$ cat src/rtl/uart_byte_rx.sv
`timescale 1ns/1ps
// uart_byte_rx: 8N1 LSB-first serial receiver with a one-byte holding register.
//
// Ports:
//   clock          system clock
//   reset          asynchronous, active-high reset
//   uart_rx_pin    raw serial line, idle high
//   rx_data        received byte, stable while rx_valid is high
//   rx_valid       a byte is pending in the holding register
//   rx_ack         consumer takes the pending byte (ignored while rx_valid is low)
//   framing_error  one-cycle pulse when the stop bit is sampled low
//   overrun        sticky: a byte was dropped because the holding register was full
//   busy           receiver is inside a frame
module uart_byte_rx #(
    parameter int unsigned CLKS_PER_BIT = 217,
    parameter int unsigned SYNC_STAGES  = 2
) (
    input  logic       clock,
    input  logic       reset,
    input  logic       uart_rx_pin,
    output logic [7:0] rx_data,
    output logic       rx_valid,
    input  logic       rx_ack,
    output logic       framing_error,
    output logic       overrun,
    output logic       busy
);

    localparam int unsigned CntW = $clog2(CLKS_PER_BIT);
    localparam logic [CntW-1:0] HalfLast = CntW'(CLKS_PER_BIT / 2 - 1);
    localparam logic [CntW-1:0] BitLast  = CntW'(CLKS_PER_BIT - 1);
    localparam logic [CntW-1:0] CntOne   = CntW'(1);

    typedef enum logic [2:0] {StIdle, StStart, StData, StStop, StBreak} state_e;

    state_e                 state_q, state_d;
    logic [CntW-1:0]        cnt_q, cnt_d;
    logic [2:0]             bit_idx_q, bit_idx_d;
    logic [7:0]             shift_q, shift_d;
    logic [7:0]             data_q, data_d;
    logic                   valid_q, valid_d;
    logic                   ferr_q, ferr_d;
    logic                   ovr_q, ovr_d;
    logic [SYNC_STAGES-1:0] sync_q;
    logic                   rxs;
    logic                   ack_ok;

    // Preset to 1 so reset looks like an idle line, not a start bit.
    always_ff @(posedge clock or posedge reset) begin
        if (reset) begin
            sync_q <= '1;
        end else begin
            sync_q <= {sync_q[SYNC_STAGES-2:0], uart_rx_pin};
        end
    end

    assign rxs    = sync_q[SYNC_STAGES-1];
    assign ack_ok = rx_ack & valid_q;

    always_comb begin
        state_d   = state_q;
        cnt_d     = cnt_q;
        bit_idx_d = bit_idx_q;
        shift_d   = shift_q;
        data_d    = data_q;
        valid_d   = valid_q;
        ferr_d    = 1'b0;
        ovr_d     = ovr_q;

        // An accepted ack clears both the pending byte and the overrun flag.
        if (ack_ok) begin
            valid_d = 1'b0;
            ovr_d   = 1'b0;
        end

        unique case (state_q)
            StIdle: begin
                cnt_d = '0;
                if (!rxs) begin
                    state_d = StStart;
                end
            end
            StStart: begin
                if (cnt_q == HalfLast) begin
                    cnt_d = '0;
                    if (rxs) begin
                        state_d = StIdle;  // too short to be a start bit
                    end else begin
                        state_d   = StData;
                        bit_idx_d = 3'd0;
                    end
                end else begin
                    cnt_d = cnt_q + CntOne;
                end
            end
            StData: begin
                if (cnt_q == BitLast) begin
                    cnt_d     = '0;
                    shift_d   = {rxs, shift_q[7:1]};
                    bit_idx_d = bit_idx_q + 3'd1;
                    if (bit_idx_q == 3'd7) begin
                        state_d = StStop;
                    end
                end else begin
                    cnt_d = cnt_q + CntOne;
                end
            end
            StStop: begin
                if (cnt_q == BitLast) begin
                    cnt_d = '0;
                    if (rxs) begin
                        state_d = StIdle;
                        // A same-cycle ack frees the holding register for this byte.
                        if (!valid_q || rx_ack) begin
                            data_d  = shift_q;
                            valid_d = 1'b1;
                        end else begin
                            ovr_d = 1'b1;
                        end
                    end else begin
                        ferr_d  = 1'b1;
                        state_d = StBreak;
                    end
                end else begin
                    cnt_d = cnt_q + CntOne;
                end
            end
            StBreak: begin
                // Hold here until the line returns high so a stuck-low line
                // cannot produce back-to-back bogus frames.
                cnt_d = '0;
                if (rxs) begin
                    state_d = StIdle;
                end
            end
            default: begin
                state_d = StIdle;
                cnt_d   = '0;
            end
        endcase
    end

    always_ff @(posedge clock or posedge reset) begin
        if (reset) begin
            state_q   <= StIdle;
            cnt_q     <= '0;
            bit_idx_q <= 3'd0;
            shift_q   <= 8'd0;
            data_q    <= 8'd0;
            valid_q   <= 1'b0;
            ferr_q    <= 1'b0;
            ovr_q     <= 1'b0;
        end else begin
            state_q   <= state_d;
            cnt_q     <= cnt_d;
            bit_idx_q <= bit_idx_d;
            shift_q   <= shift_d;
            data_q    <= data_d;
            valid_q   <= valid_d;
            ferr_q    <= ferr_d;
            ovr_q     <= ovr_d;
        end
    end

    assign rx_data       = data_q;
    assign rx_valid      = valid_q;
    assign framing_error = ferr_q;
    assign overrun       = ovr_q;
    assign busy          = (state_q != StIdle);

endmodule

$ cat config.mk
export PLATFORM = sky130hd
export DESIGN_NAME = uart_byte_rx
export DESIGN_NICKNAME = d
export VERILOG_FILES = /design/src/rtl/uart_byte_rx.sv
export SDC_FILE = /design/constraint.sdc
export NUM_CORES = 1
export LEC_CHECK = 0
export ABC_AREA = 1
export BUFFER_PORTS_ARGS = -buffer_cell sky130_fd_sc_hd__buf_4
export CAP_MARGIN = 30
export CORE_MARGIN = 3
export CORE_UTILIZATION = 52
export CTS_CLUSTER_SIZE = 10
export DETAILED_ROUTE_END_ITERATION = 8
export PLACE_DENSITY = 0.8
export SYNTH_ARGS = -nofsm -noshare
export SYNTH_HDL_FRONTEND = slang
export SYNTH_SLANG_ARGS = --single-unit
$ cat constraint.sdc
create_clock -name clock -period 1.6 [get_ports clock]
set_clock_uncertainty 0.05 [all_clocks]
set_input_delay 0.08 -clock clock [delete_from_list [all_inputs] [get_ports clock]]
set_output_delay 0.08 -clock clock [all_outputs]
set_load 0.1 [all_outputs]
==> metrics.yaml, run 1 <==
final_layout:
  layout_commonest_cell: "nand2_1"
  n_antenna_cell: 0
  final_util_pct: 68.1
  mostFrequentLayoutCells: "nand2_1, dfrtp_1, inv_1"
  nNetsFinal: 233
  drive_above_1_share_pct: 33.2
  syn_to_final_growth_pct: 23.2
  fill_cells: 275
sta:
  fin_crit_sh_pct: 97.7
  finalMaxSlewViolations: 0
  rsz0062_at_grt: "true"
  tightest_slew_ps: 415
  hold_viol: 0
  finalSetupViolCount: 0
  setup_tns_ps: 0
  fin_crit_ps: 1560
  fmax_ghz: 0.640
  timing.slew.headroom_pct: 72.3
yosys:
  yosys_register_bits: 35
  synth_cell_type_count: 25
  synth_top_area_share_pct: 48.1
  yosys-top-cells-area: "dfrtp_1, nand2_1, o21ai_2"
  yosysSeqAreaShare_pct: 51.2
  yosys_warnings: 0
  yosys.area.top_type: "dfrtp_1"
  syn_inst: 191
  synth_area_per_cell_um2: 8.99
  syn-cell-area_um2: 1720
  syn_nets: 199
worst_setup_path:
  crit_path_end_kind: "flip-flop"
  crit_fanout: 8
  worst-path-buf-inv: 2
  crit_family: "flip-flops"
  critPathSlowestCell: "dfrtp_1"
  max_stage_delay_ps: 410
  critPathKind: "flip-flop to flip-flop"
  arrival_ps: 1730
  cp_cell_sequence: "inv_1 > ha_2 > nand2_2 > nor2_2 > nand2_2 > buf_4 > a21oi_4 > nor2_1"
  cp-start-kind: "flip-flop"
  path_common_cell: "nand2_2"
  required_ps: 1760
global_route:
  grt_pass1_vias: 1216
  gr-total-overflow: 0
  grt_usage_pct: 16.9
  grt_max_degree: 36
  grt_pass1_wl_um: 5350
  grt_antenna_before_repair: 0
clock_network:
  htree_levels: 2
  path_clk_slew_ps: 90
  cts-root-buf: "clkbuf_4"
  tritoncts: "done"
  cts_buffers: 5
  cts_sinks: 35
  clock_latency_ps: 330
  cts.path.max_buffers: 2
power_and_ir_drop:
  power_density_nw_per_um2: 741
  power_switching_uw: 329
  pwr-share-clk_pct: 39.4
  combPwrFrac_pct: 3.5
  peakVddDrop_v: 0.000498
  p_sw_share_pct: 21.0
  sequentialPowerShare_pct: 57.1
  p_int_uw: 1240
  p_leak_uw: 0.00101
run:
  drv_cap: 0
route:
  wirelength_um: 3060
  wl_per_cell_um: 11.3
  ant_nets: 0
  routed_via_density: 4.80
  drc: 0
  drt_iter0_markers: 120
  via_count: 1297
  first_pass_iters: 4
floorplan:
  core-area_um2: 3100
  ios: 16
  fp.dieArea_um2: 4030
  initial_core_util_pct: 55.3
  die_w_um: 63.5
  fp.dieH_um: 63.5
  rows: 20
placement:
  hpwl_um: 2110
  gp_congestion: 0.879
  portBuffers: 15
outcome:
  status: "completed"
min_path:
  hp-class: "flip-flop to flip-flop"
[Yosys cell counts]
master and count:
a21oi_1 1, nand3_2 2, xnor2_1 3, a21boi_0 1, nand2_2 4, inv_1 26
a21oi_4 1, dfrtp_1 33, o21ai_2 16, nor3_1 3, ha_1 4, xor2_1 2
a21o_2 1, nor2_2 1, nand2_1 51, o21ai_0 2, nand3_1 10, nand4_1 1
nor2_1 21, nor3_4 1, nand2_4 1, dfstp_2 2, nor4_1 1, nor3_2 1
buf_6 2
[logic make-up after synthesis]
kind of cell | synth area share (%)
simple gates | 25.4
buf+inv | 7.00
flops | 51.2
xor+xnor | 2.55
fa+ha+maj | 2.92
compound gates | 10.9
[area by class of cell]
| class | count | area, um^2 | area share (%) |
|---|---|---|---|
| well taps | 44 | 55.1 | 2.60 |
| multi-input cells | 128 | 753 | 35.6 |
| clock inverters | 1 | 30.0 | 1.42 |
| repair buffers | 29 | 254 | 12.0 |
| clock buffers | 7 | 45.0 | 2.13 |
| flip-flops and latches | 35 | 880 | 41.6 |
| inverters | 26 | 97.6 | 4.62 |
[worst register-to-register path: stages, from the launching register on]
cell,delay [ps]
dfrtp_1,410
inv_1,70
ha_2,190
nand2_2,60
nor2_2,110
nand2_2,90
buf_4,150
a21oi_4,230
nor2_1,80
[flip-flops by register name, summed over array words and instances (netlist names)]
signal,count
rx_data,8
sync_q,2
bit_idx_q,3
shift_q,8
cnt_q,8
state_q,3
overrun,1
rx_valid,1
framing_error,1
[metrics by stage]
stage	setup slack, ps	hold slack, ps	total power [uW]	instance area (um^2)	std cells
global placement	57.3	139	962	1940	255
global route	-87.2	319	1630	2110	270
floorplan	94.8	34.5	944	1720	191
detailed placement	-0.907	139	962	1940	255
CTS	52.9	316	1590	2060	268
finish	36.7	314	1570	2110	270
[power by group through the flow]
stage          registers (uW)  clock network (uW)  logic [uW]
2_1_floorplan             925                   0        18.3
3_3_place_gp              911                   0        50.3
3_5_place_dp              912                   0        50.2
4_1_cts                   895                 635        56.0
5_1_grt                   895                 677        60.7
6_report                  895                 617        55.2
[path summary, 6_finish.rpt]
path,startpoint,end,slack [ps],cells past startpoint
min in group asynchronous,reset,bit_idx_q[0],330,4
worst max-delay path,cnt_q[1],cnt_q[3],40,8
worst min register to register,sync_q[0],sync_q[1],310,0
max in group asynchronous,reset,sync_q[1],830,4
worst min-delay path,sync_q[0],sync_q[1],310,0
worst max register to register,cnt_q[1],cnt_q[3],40,8
[timing repair]
| action | in CTS | in global routing |
|---|---|---|
| gates resized for setup | 0 | 15 |
| endpoints found under the setup margin | 3 | 16 |
| setup buffers | 2 | 2 |
| hold buffers | 3 | 0 |
| endpoints found under the hold margin | 36 | 0 |
| pin swaps | 0 | 11 |
[layer usage]
metal	wire, um	global-route usage (%)	up-vias
met2	1410	24.4	29
met4	57	7.28	0
met1	1470	23.8	598
met5	0	0	-
met3	120	4.81	7
li1	-	-	663
Note: power is estimated with default switching activity, not from simulation.
==> run 2: changes to the inputs <==
Settings changed: CORE_UTILIZATION 52 to 45, PLACE_DENSITY 0.8 to 0.72.
==> run 2 against run 1 <==
Register-to-register slack better by 60 ps; global-route usage is 1.3 points lower; highest routed layer unchanged; wire length is 6.5% lower; critical path type unchanged.
==> metrics.yaml, run 2 (synthesis gave the netlist of run 1 again) <==
sta:
  setup_ws_ps: 99.2  # +62.5 ps
  tightest_slew_ps: 429  # +13.6 ps
  fin_crit_ps: 1500  # -62.5 ps
  hold_viol: 0  # unchanged
  timing.slew.headroom_pct: 71.4  # -0.91 points
  finalMaxSlewViolations: 0  # unchanged
  fmax_ghz: 0.666  # +4.2%
  rsz0062_at_grt: "true"
  finalSetupViolCount: 0  # unchanged
  setup_tns_ps: 0  # unchanged
  fin_crit_sh_pct: 93.8  # -3.9 points
placement:
  gp_congestion: 0.812  # -7.6%
  dp_worst_setup_slack_ps: 25.3  # +26.2 ps
  portBuffers: 15  # unchanged
  place_area_um2: 1940  # +0.13%
  hpwl_um: 2080  # -1.6%
worst_setup_path:
  crit_fanout: 8  # unchanged
  cp-start-kind: "flip-flop"
  critPathKind: "flip-flop to flip-flop"
  required_ps: 1710  # -50 ps
  crit_path_end_kind: "flip-flop"
  arrival_ps: 1610  # -120 ps
clock_network:
  tritoncts: "done"
  cts_sinks: 35  # unchanged
  cts-root-buf: "clkbuf_8"
  htree_levels: 2  # unchanged
  clock_latency_ps: 290  # -40 ps
  cts.path.max_buffers: 2  # unchanged
  cts_buffers: 5  # unchanged
  path_clk_slew_ps: 70  # -20 ps
final_layout:
  n_antenna_cell: 0  # unchanged
  fill_cells: 307  # +12%
  layout_commonest_cell: "nand2_1"
  postLayoutCellArea_um2: 2130  # +0.65%
  mostFrequentLayoutCells: "nand2_1, dfrtp_1, inv_1"
  regArea_um2: 880  # unchanged
  nNetsFinal: 230  # -1.3%
  syn_to_final_growth_pct: 24.0
  multi_input_area_um2: 733  # -2.7%
  drive_above_1_share_pct: 29.1  # -4.0 points
global_route:
  grt_usage_pct: 15.6  # -1.3 points
  top_usage_layer: "met2"
  grt_pass1_wl_um: 5270  # -1.6%
  grtUsageMet1_pct: 20.3  # -3.5 points
  gr-total-overflow: 0  # unchanged
  grt_max_degree: 36  # unchanged
  grt_pass1_vias: 1216  # unchanged
  use_met3_pct: 6.16  # +1.3 points
  grtUsageMet2_pct: 22.5  # -1.9 points
  grt_antenna_before_repair: 0  # unchanged
floorplan:
  fp.dieH_um: 67.8  # +6.8%
  core-area_um2: 3490  # +13%
  die_w_um: 67.8  # +6.8%
  ios: 16  # unchanged
  rows: 21  # +5.0%
  initial_core_util_pct: 49.1  # -6.2 points
  fp.dieArea_um2: 4590  # +14%
route:
  first_pass_iters: 4  # unchanged
  routed_via_density: 4.61  # -4.0%
  wirelength_um: 2860  # -6.5%
  drt_iter0_markers: 129  # +7.5%
  drc: 0  # unchanged
  wl_per_cell_um: 10.6  # -6.1%
  ant_nets: 0  # unchanged
  via_count: 1240  # -4.4%
power_and_ir_drop:
  power_density_nw_per_um2: 882  # +19%
  p_leak_uw: 0.00102  # +1.1%
  peakVddDrop_v: 0.000449  # -9.9%
min_path:
  hp-class: "flip-flop to flip-flop"
run:
  drv_cap: 0  # unchanged
outcome:
  status: "completed"
-- run 2: cell count changes in the layout (fill, tap and decap cells not counted), moves of 2 or more --
cell	change
inv_1	-2
nor2_2	-2
nor2_1	+3
buf_4	-2
inv_2	+2
nand2_1	+7
clkbuf_8	+5
clkbuf_4	-5
nand2_2	-7
-- run 2: power by group --
part	internal, uW	switching [uW]
clock network	623	305
logic	16.1	38.9
registers	891	3.68
-- run 2: critical path: stages, from the launching register on --
cell	delay, ps
dfrtp_1	400
inv_2	70
ha_4	120
nand2_1	50
nor2_1	120
nand2_2	90
buf_4	160
a21oi_4	230
nor2_1	70
-- run 2: cell type report --
class | count | area share (%)
sequential | 35 | 41.3
multi-input combinational | 128 | 34.5
timing repair buffer | 26 | 10.7
inverter | 26 | 4.59
clock buffer | 6 | 3.41
clock inverter | 2 | 2.82
tap | 46 | 2.70
-- run 2: timing repair --
item                       4_1_cts  5_1_grt
buffers inserted                 0        1
setup endpoints to repair        0       30
hold endpoints to repair        35        0
gates resized for setup          0        5
hold buffers                     3        0
-- run 2: per-layer routing --
layer  vias to the layer above  wire length (um)
met2                        19              1250
met4                         0                66
li1                        657                 -
met1                       557              1410
met5                         -                 0
met3                         7               123
-- run 2: per-stage QoR --
step / hold WS (ps) / power, uW / std cells / utilization, %
after detailed placement: 140 / 962 / 257 / 55.6
after global routing: 317 / 1950 / 269 / 60.9
after CTS: 315 / 1900 / 268 / 60.3
after global placement: 140 / 962 / 257 / 55.6
final: 312 / 1880 / 269 / 60.9
after floorplan: 34.5 / 944 / 191 / -
-- run 2: final timing paths --
path                            from    endpoint  slack [ps]  cells past startpoint
max in group asynchronous      reset   sync_q[1]         770                      4
setup / recovery            cnt_q[1]    cnt_q[4]         100                      8
min in group asynchronous      reset  rx_data[6]         380                      4
hold reg to reg            sync_q[0]   sync_q[1]         310                      0
hold / removal             sync_q[0]   sync_q[1]         310                      0
setup reg to reg            cnt_q[1]    cnt_q[4]         100                      8
==> run 3: changes to the inputs <==
Settings changed: CTS_BUF_LIST set to sky130_fd_sc_hd__clkbuf_4 sky130_fd_sc_hd__clkbuf_8.
==> run 3 against run 2 <==
Wire length stayed put; sequential power hardly changed; power is 0.84% higher; sequential share of layout area is 0.073 points lower; design area is 0.18% higher; sequential cell count stayed put; worst setup slack hardly changed.
==> metrics.yaml, run 3 (synthesis gave the netlist of run 1 again) <==
worst_setup_path:
  arrival_ps: 1620  # about the same
  rrSetupSlack_ps: 100  # about the same
  cp_cell_sequence: "inv_2 > ha_4 > nand2_1 > nor2_1 > nand2_2 > buf_4 > a21oi_4 > nor2_1"
  path_common_cell: "nor2_1"
  required_ps: 1710  # about the same
  critPathSlowestCell: "dfrtp_1"
  cp-start-kind: "flip-flop"
  crit_path_end_kind: "flip-flop"
  r2r_cells: 8  # unchanged
  r2r_start: "cnt_q[1]"
  critPathKind: "flip-flop to flip-flop"
  r2r-end: "cnt_q[4]"
  crit_fanout: 8  # unchanged
  max_stage_delay_ps: 400  # about the same
global_route:
  grt_usage_pct: 15.6  # unchanged
  grt_pass1_wl_um: 5270  # unchanged
  grt_antenna_before_repair: 0  # unchanged
  gr-total-overflow: 0  # unchanged
  grt_pass1_vias: 1216  # unchanged
  grt_max_degree: 36  # unchanged
clock_network:
  cts_sinks: 35  # unchanged
  cts-root-buf: "clkbuf_8"
  htree_levels: 2  # unchanged
  clock_latency_ps: 290  # about the same
  cts_buffers: 5  # unchanged
  cts.path.max_buffers: 2  # unchanged
  tritoncts: "done"
  path_clk_slew_ps: 70  # about the same
power_and_ir_drop:
  power_density_nw_per_um2: 888  # +0.66%
  p_leak_uw: 0.00102  # +0.33%
  peakVddDrop_v: 0.000449  # about the same
final_layout:
  drive_above_1_share_pct: 29.6  # +0.45 points
  n_antenna_cell: 0  # unchanged
  mostFrequentLayoutCells: "nand2_1, dfrtp_1, inv_1"
  final_util_pct: 61.0  # +0.11 points
  syn_to_final_growth_pct: 24.2
  layout_commonest_cell: "nand2_1"
  nNetsFinal: 230  # unchanged
floorplan:
  fp.dieArea_um2: 4590  # unchanged
  ios: 16  # unchanged
  die_w_um: 67.8  # unchanged
  core-area_um2: 3490  # unchanged
  rows: 21  # unchanged
  initial_core_util_pct: 49.1  # unchanged
  fp.dieH_um: 67.8  # unchanged
sta:
  setup_ws_ps: 99.0  # -0.200 ps
  hold_viol: 0  # unchanged
  finalSetupViolCount: 0  # unchanged
  fin_crit_ps: 1500  # +0.200 ps
  fmax_ghz: 0.666  # about the same
  rsz0062_at_grt: "true"
  fin_crit_sh_pct: 93.8  # about the same
  finalMaxSlewViolations: 0  # unchanged
  timing.slew.headroom_pct: 71.3  # -0.15 points
  tightest_slew_ps: 431  # +2.19 ps
min_path:
  hp-class: "flip-flop to flip-flop"
  min_delay_path_depth: 0  # unchanged
  worstHoldStart: "sync_q[0]"
  hold_end: "sync_q[1]"
route:
  wl_per_cell_um: 10.6  # unchanged
  routed_via_density: 4.61  # about the same
  first_pass_iters: 4  # unchanged
  drc: 0  # unchanged
  ant_nets: 0  # unchanged
  drt_iter0_markers: 127  # -1.6%
  via_count: 1241  # +0.081%
  wirelength_um: 2860  # unchanged
outcome:
  status: "completed"
placement:
  portBuffers: 15  # unchanged
  gp_congestion: 0.812  # unchanged
  hpwl_um: 2080  # unchanged
  dp_worst_setup_slack_ps: 25.3  # unchanged
run:
  drv_cap: 0  # unchanged
==> run 3: changes by cell type in the layout (fill, tap and decap cells not counted) <==
cell	before	now
clkbuf_1	1	0
clkbuf_4	0	1
==> run 3: worst max path at each step <==
stage | from | end | slack (ps)
global route | cnt_q[1] | cnt_q[1] | -40
global placement | cnt_q[1] | cnt_q[7] | 90
finish | cnt_q[1] | cnt_q[4] | 100
CTS | cnt_q[1] | cnt_q[4] | 10
floorplan | cnt_q[0] | rx_data[0] | 90
detailed placement | cnt_q[1] | cnt_q[4] | 30
==> run 3: layout make-up <==
class	instances	area, um^2
fill	309	1360
sequential	35	880
multi-input combinational	128	733
timing repair buffer	26	228
inverter	26	97.6
clock buffer	6	76.3
clock inverter	2	60.1
tap	46	57.6
==> run 3: critical path, delay by kind of cell (launching register included) <==
family                   cells  cell delay [ps]
buffers and inverters        2              230
AO/OA/AOI/OAI                1              230
flip-flops                   1              400
adder cells (fa/ha/maj)      1              120
AND/OR/NAND/NOR              4              330
==> run 3: repair_timing <==
action / 4_1_cts / 5_1_grt
hold buffers: 3 / 0
endpoints found under the hold margin: 35 / 0
buffers inserted: 0 / 1
resized for setup: 0 / 5
endpoints found under the setup margin: 0 / 30
==> run 3: through the flow <==
stage               std cells  power, uW  hold WS, ps  instance area, um^2  setup TNS, ps
global placement          257        962          140                 1940              0
global route              269       1970          317                 2130           -186
finish                    269       1890          312                 2130              0
detailed placement        257        962          140                 1940              0
floorplan                 191        944         34.5                 1720              0
CTS                       268       1920          315                 2110              0
==> run 3: routing by layer <==
| metal | global-route usage (%) | vias to the layer above | routed length [um] |
|---|---|---|---|
| li1 | - | 657 | - |
| met1 | 20.3 | 558 | 1380 |
| met2 | 22.5 | 19 | 1290 |
| met3 | 6.16 | 7 | 123 |
| met4 | 7.59 | 0 | 66 |
| met5 | 0 | - | 0 |
==> run 3: report_power, final <==
part / internal (uW) / switching, uW / total (uW)
clock network: 639 / 304 / 943
logic: 16.1 / 39.0 / 55.1
registers: 891 / 3.62 / 895
